`config.mk`:
```
export PLATFORM = sky130hd
export DESIGN_NAME = instr_fetch_ctrl
export DESIGN_NICKNAME = d
export VERILOG_FILES = /design/src/rtl/instr_fetch_ctrl.sv
export SDC_FILE = /design/constraint.sdc
export NUM_CORES = 1
export LEC_CHECK = 0
export CAP_MARGIN = 10
export CORE_ASPECT_RATIO = 0.8
export CORE_MARGIN = 4
export CORE_UTILIZATION = 39
export CTS_BUF_LIST = sky130_fd_sc_hd__clkbuf_8 sky130_fd_sc_hd__clkbuf_16
export DETAILED_ROUTE_END_ITERATION = 8
export HOLD_SLACK_MARGIN = 0.02
export PLACE_DENSITY = 0.55
export SYNTH_ARGS = -nofsm -noshare
export SYNTH_HDL_FRONTEND = slang
export SYNTH_SLANG_ARGS = --single-unit
```
`constraint.sdc`:
```
create_clock -name clk -period 2.7 [get_ports clk]
set_clock_uncertainty 0.1 [all_clocks]
set_input_delay 0.54 -clock clk [delete_from_list [all_inputs] [get_ports clk]]
set_output_delay 0.54 -clock clk [all_outputs]
set_load 0.01 [all_outputs]
```
`src/rtl/instr_fetch_ctrl.sv`:
```
// Fetch sequencer: owns the fetch PC, drives the ROM, and buffers
// fetched words in a small in-order prefetch FIFO toward decode.
module instr_fetch_ctrl #(
  parameter int          ADDR_W     = 8,
  parameter int          DEPTH      = 4,
  parameter int          ROM_DEPTH  = 58,
  parameter int          RESET_PC   = 0,
  parameter logic [31:0] HALT_INSTR = 32'h0000006F
) (
  input  logic                       clk,
  input  logic                       rst_n,
  input  logic                       en,
  output logic [ADDR_W-1:0]          rom_addr,
  input  logic [31:0]                rom_data,
  input  logic                       redirect_valid,
  input  logic [ADDR_W-1:0]          redirect_pc,
  output logic                       out_valid,
  input  logic                       out_ready,
  output logic [31:0]                out_instr,
  output logic [ADDR_W-1:0]          out_pc,
  output logic                       out_err,
  output logic [$clog2(DEPTH+1)-1:0] fifo_count,
  output logic                       halted
);

  localparam int CW = $clog2(DEPTH+1);
  localparam int PW = $clog2(DEPTH);
  localparam logic [31:0]   NOP    = 32'h00000013;
  localparam logic [ADDR_W:0] ROM_LIM = (ADDR_W+1)'(ROM_DEPTH);
  localparam logic [CW-1:0] FULL_N = CW'(DEPTH);
  localparam logic [ADDR_W-1:0] RST_PC = ADDR_W'(RESET_PC);

  typedef enum logic [1:0] {
    IDLE,
    FETCH,
    HALT
  } state_t;

  state_t            state_q, state_d;
  logic [ADDR_W-1:0] pc_q, pc_d;
  logic [PW-1:0]     wp_q, rp_q;
  logic [CW-1:0]     cnt_q;

  logic [ADDR_W-1:0] mem_pc    [DEPTH];
  logic [31:0]       mem_instr [DEPTH];
  logic              mem_err   [DEPTH];

  logic        oor;
  logic        is_halt;
  logic        full;
  logic        push;
  logic        pop;
  logic [31:0] wr_instr;

  assign oor      = {1'b0, pc_q} >= ROM_LIM;
  assign wr_instr = oor ? NOP : rom_data;
  assign is_halt  = !oor && (rom_data == HALT_INSTR);
  assign full     = cnt_q == FULL_N;
  assign pop      = (cnt_q != '0) && out_ready;

  always_comb begin
    state_d = state_q;
    pc_d    = pc_q;
    push    = 1'b0;
    unique case (state_q)
      IDLE: begin
        if (en) state_d = FETCH;
      end
      FETCH: begin
        if (!en) begin
          state_d = IDLE;
        end else if (!full) begin
          push = 1'b1;
          if (is_halt) state_d = HALT;
          else         pc_d    = pc_q + 1'b1;
        end
      end
      HALT: begin
        state_d = HALT;
      end
      default: state_d = IDLE;
    endcase
    // Redirect overrides everything: flush, retarget, no push.
    if (redirect_valid) begin
      push    = 1'b0;
      pc_d    = redirect_pc;
      state_d = en ? FETCH : IDLE;
    end
  end

  always_ff @(posedge clk or negedge rst_n) begin
    if (!rst_n) begin
      state_q <= IDLE;
      pc_q    <= RST_PC;
      wp_q    <= '0;
      rp_q    <= '0;
      cnt_q   <= '0;
      for (int i = 0; i < DEPTH; i++) begin
        mem_pc[i]    <= '0;
        mem_instr[i] <= '0;
        mem_err[i]   <= 1'b0;
      end
    end else begin
      state_q <= state_d;
      pc_q    <= pc_d;
      if (push) begin
        mem_pc[wp_q]    <= pc_q;
        mem_instr[wp_q] <= wr_instr;
        mem_err[wp_q]   <= oor;
      end
      if (redirect_valid) begin
        wp_q  <= '0;
        rp_q  <= '0;
        cnt_q <= '0;
      end else begin
        if (push) wp_q <= wp_q + 1'b1;
        if (pop)  rp_q <= rp_q + 1'b1;
        cnt_q <= cnt_q + CW'(push) - CW'(pop);
      end
    end
  end

  assign rom_addr   = pc_q;
  assign out_valid  = cnt_q != '0;
  assign out_instr  = mem_instr[rp_q];
  assign out_pc     = mem_pc[rp_q];
  assign out_err    = mem_err[rp_q];
  assign fifo_count = cnt_q;
  assign halted     = state_q == HALT;

endmodule

```
==> run summary <==
The library cells used most frequently in the layout, excluding fill and tap cells, are 179 x sky130_fd_sc_hd__dfrtp_1, 143 x sky130_fd_sc_hd__mux2_2, 56 x sky130_fd_sc_hd__clkdlybuf4s50_1. Routability-driven placement finished with a final weighted congestion of 0.7274. The worst path uses 97.79% of the clock period. The critical path goes through buf_12 > buf_12 > mux4_2 > dlygate4sd2_1. For the H-tree depth, the log shows 4.

For this block, the initial DRC count from the detailed router was 243. Final standard cell utilization of the core: 50.42%. Per report_power, the clock group accounts for 28.8% of the total. In the final design database the tool counted 732 nets.

The total instance count after detailed placement is 918, and the register area is 4532 um^2. Compared with the post-synthesis result, the final layout area differs by 25.74%. The post-layout minimum cycle time is 2.640 ns.

For this run, the top clock speed supported by timing is 378.7 MHz. Counting stages on the worst path, the most repeated cell is sky130_fd_sc_hd__buf_12. The logs give 605 for the synthesized net count and 10530 um^2 for the total non-filler cell area in the finished layout.

The yosys synthesis warning count came out at 0. The floorplan step defined a die boundary enclosing 23890 um^2. The combinational fraction of design power came out at 31.9%. The worst setup path is captured at an output pin. TritonCTS built the clock tree. The layout has 1804 filler cells.

The tools report the count of endpoints failing setup in the final report as 0. The tools report the worst path required time as 2.06 ns. The count of cells in the finished layout, fillers not included, comes to 960.

Sequential cell area fraction in the yosys report: 54.11%. Once the floorplan was initialized, standard cells occupied 40.10% of the core. The largest fanout of any net on the critical path works out to 8. Clock slew seen by the registers of the worst setup and hold paths: 0.07 ns.

The run finished with clean final reports. The cell area that synthesis handed to floorplanning was 8371 um^2. The die is 139.0 um tall. The internal portion of the total power is 0.006468 W. The leading register cell type out of synthesis was sky130_fd_sc_hd__dfrtp_1. Counting every instance in the synthesized netlist gives 551.

The logs give 0 for the hold violation count in the final report and 16.96% for the total global-route track usage. The number of placed I/O pins is 99, and the post-route antenna net violation count is 0. Measured slew at the worst slew-check pin: 0.4617 ns.

For this run, design rule violations remaining after detail routing come to 0. The worst pin sits at a relative slew slack of 69.22%. Of the cells placed in the final design, the portion with a size suffix greater than 1 is 41.16%.

The total vias in the final route is 5003. The tools report the number of buffers on the longest clock path as 2. The routed via count divided by cell count was 5.211; the width of the die was 171.8 um. The slowest stage of the critical path is the sky130_fd_sc_hd__mux4_2 cell.

Input and output buffers added on the ports amount to 98. After detailed routing, the average wire length per cell comes to 20.22 um. Detailed placement ended at an HPWL of 12.72 mm.

The run gives 0.42 ns as the clock network latency to the later pin of the worst-skew pair. Net switching is 28.54% of the power. After synthesis, the mean cell area works out to 15.19 um^2. For this design the ratio of total power to cell area is 860.0 nW/um^2.

In this design, the stage delay of the slowest critical-path cell is 0.56 ns. The tool flagged a number of max-cap violations equal to 0. The analysis attributes to cell leakage a power of 4.905 nW.

The root buffer cell chosen for the clock tree is sky130_fd_sc_hd__clkbuf_16. For this run, the detailed router's first-pass iteration total came to 4. The post-synthesis register bit count is 181, and the area of the multi-input gates is 3620 um^2.

The fraction of power consumed by sequential logic was 39.4%. Number of antenna violations at the first check in global routing: 1. The maximum ir drop on the vdd rail is 0.4064 mV. The synthesized design contains 0 enable-type register cells. Setup repair after global routing left no endpoint under its margin. Of all flip-flops after synthesis, the portion carrying an async set or reset was 100.0%. The switching power came out at 0.002583 W. The launching element type of the critical path was a flop. The number of pins exceeding their max-slew limit in the final report was 0; the clock sink count was 181. For the largest net degree at the start of global routing, the log shows 46. Summed over all layers, the routed wires come to 19.41 mm. Via count of the first global-routing pass: 5547. In this run, distinct cell masters in the synthesized netlist total 41. After global routing the overflow that remains totals 0.

The worst setup path is of the flop to output pin kind. Total power of the final layout: 0.009051 W. The type of the worst min-delay path was flop to flop. TritonCTS created 17 clock buffers. STA puts the critical path data arrival time at 2.00 ns. The run gives 20880 um^2 as the core region area. For the row count, the log shows 47. Most frequent standard cell in the layout excluding fill and tap cells: sky130_fd_sc_hd__dfrtp_1. For the global-route wire length before repair, the log shows 31.26 mm. Once placement finished, the instance area stood at 9839 um^2.
path summary, 6_finish.rpt:
kind	from	endpoint	slack (ns)	cells after the start
setup / recovery	rp_q[0]	out_pc[4]	0.06	4
hold / removal	mem_instr[32]	mem_instr[32]	0.39	1
setup reg to reg	fifo_count[1]	fifo_count[2]	0.24	12
hold reg to reg	mem_instr[32]	mem_instr[32]	0.39	1
max in group asynchronous	rst_n	mem_instr[101]	1.16	3
min in group asynchronous	rst_n	mem_instr[46]	0.50	2
critical path, delay by kind of cell, from the launching register on:
family	cells	cell delay [ns]
buffers and inverters	3	0.60
DFF	1	0.43
muxes	1	0.56
area by class of cell:
| type | instances | share of cell area [%] |
|---|---|---|
| antenna | 1 | 0.02378 |
| clock buffer | 19 | 4.303 |
| clock inverter | 12 | 1.569 |
| inverter | 9 | 0.3210 |
| multi-input combinational | 328 | 34.39 |
| sequential | 181 | 43.06 |
| tap | 269 | 3.198 |
| timing repair buffer | 141 | 13.14 |
through the flow:
stage / hold WS, ns / setup WS, ns / setup TNS (ns)
floorplan: 0.1444 / 0.2082 / 0
global placement: 0.3676 / -0.2399 / -1.297
detailed placement: 0.3803 / -0.2769 / -1.670
CTS: 0.3944 / -0.1048 / -0.3128
global route: 0.4126 / 0.0005600 / 0
finish: 0.3906 / 0.05955 / 0
kinds of logic after synthesis:
kind of cell	after synthesis	synth area share, %
DFF	181	54.11
buffers and inverters	42	2.765
adders and majority gates	9	1.435
muxes	205	33.09
AOI/OAI and AO/OA	18	1.599
xor gates and xnor gates	8	0.8371
and+or+nand+nor	88	6.159
metal layers:
metal | part of all wire, % | wire [um] | GRT usage (%)
met5 | 0.067 | 13 | 0
met1 | 49 | 9556 | 25.21
met3 | 4.1 | 792 | 4.189
met2 | 46 | 8934 | 25.96
met4 | 0.58 | 113 | 2.605
flip-flops by register name, summed over array words and instances, names as in the netlist:
name	cells
wp_q	2
rom_addr	8
rp_q	2
fifo_count	3
state_q	2
mem_err	4
mem_pc	32
mem_instr	128
synth_stat cells (all sizes together), types with 2 or more instances:
cell    count  area (um^2)
mux4       41        923.4
dfrtp     181         4529
and2       30        187.7
nand2b      3        18.77
nand4       2        12.51
o21a        2        15.01
nor4        8        50.05
xnor2       6        52.55
buf        23        158.9
clkbuf     10        38.78
nand3       4        20.02
inv         9        33.78
nor2       11        43.80
nor2b       3        18.77
nor3        3        26.28
or3         5        31.28
nand2      13        48.80
ha          8        100.1
a21oi       2        10.01
xor2        2        17.52
o21ai       7        38.78
mux2      164         1847
a31oi       4        25.02
and4b       2        20.02
power by group through the flow:
stage          clock, W  combinational, W  sequential, W
2_1_floorplan         0           0.00166        0.00350
3_3_place_gp          0           0.00290        0.00358
3_5_place_dp          0           0.00293        0.00363
4_1_cts         0.00267           0.00290        0.00358
5_1_grt         0.00279           0.00313        0.00364
6_report        0.00260           0.00288        0.00357
timing repair:
action | in CTS | in global routing
endpoints found under the hold margin | 39 | 0
setup endpoints to repair | 40 | 20
hold buffers | 1 | 0
setup buffers | 6 | 1
gates resized for setup | 71 | 22
gates cloned | 2 | 0
Power figures use the tool's default switching activity.
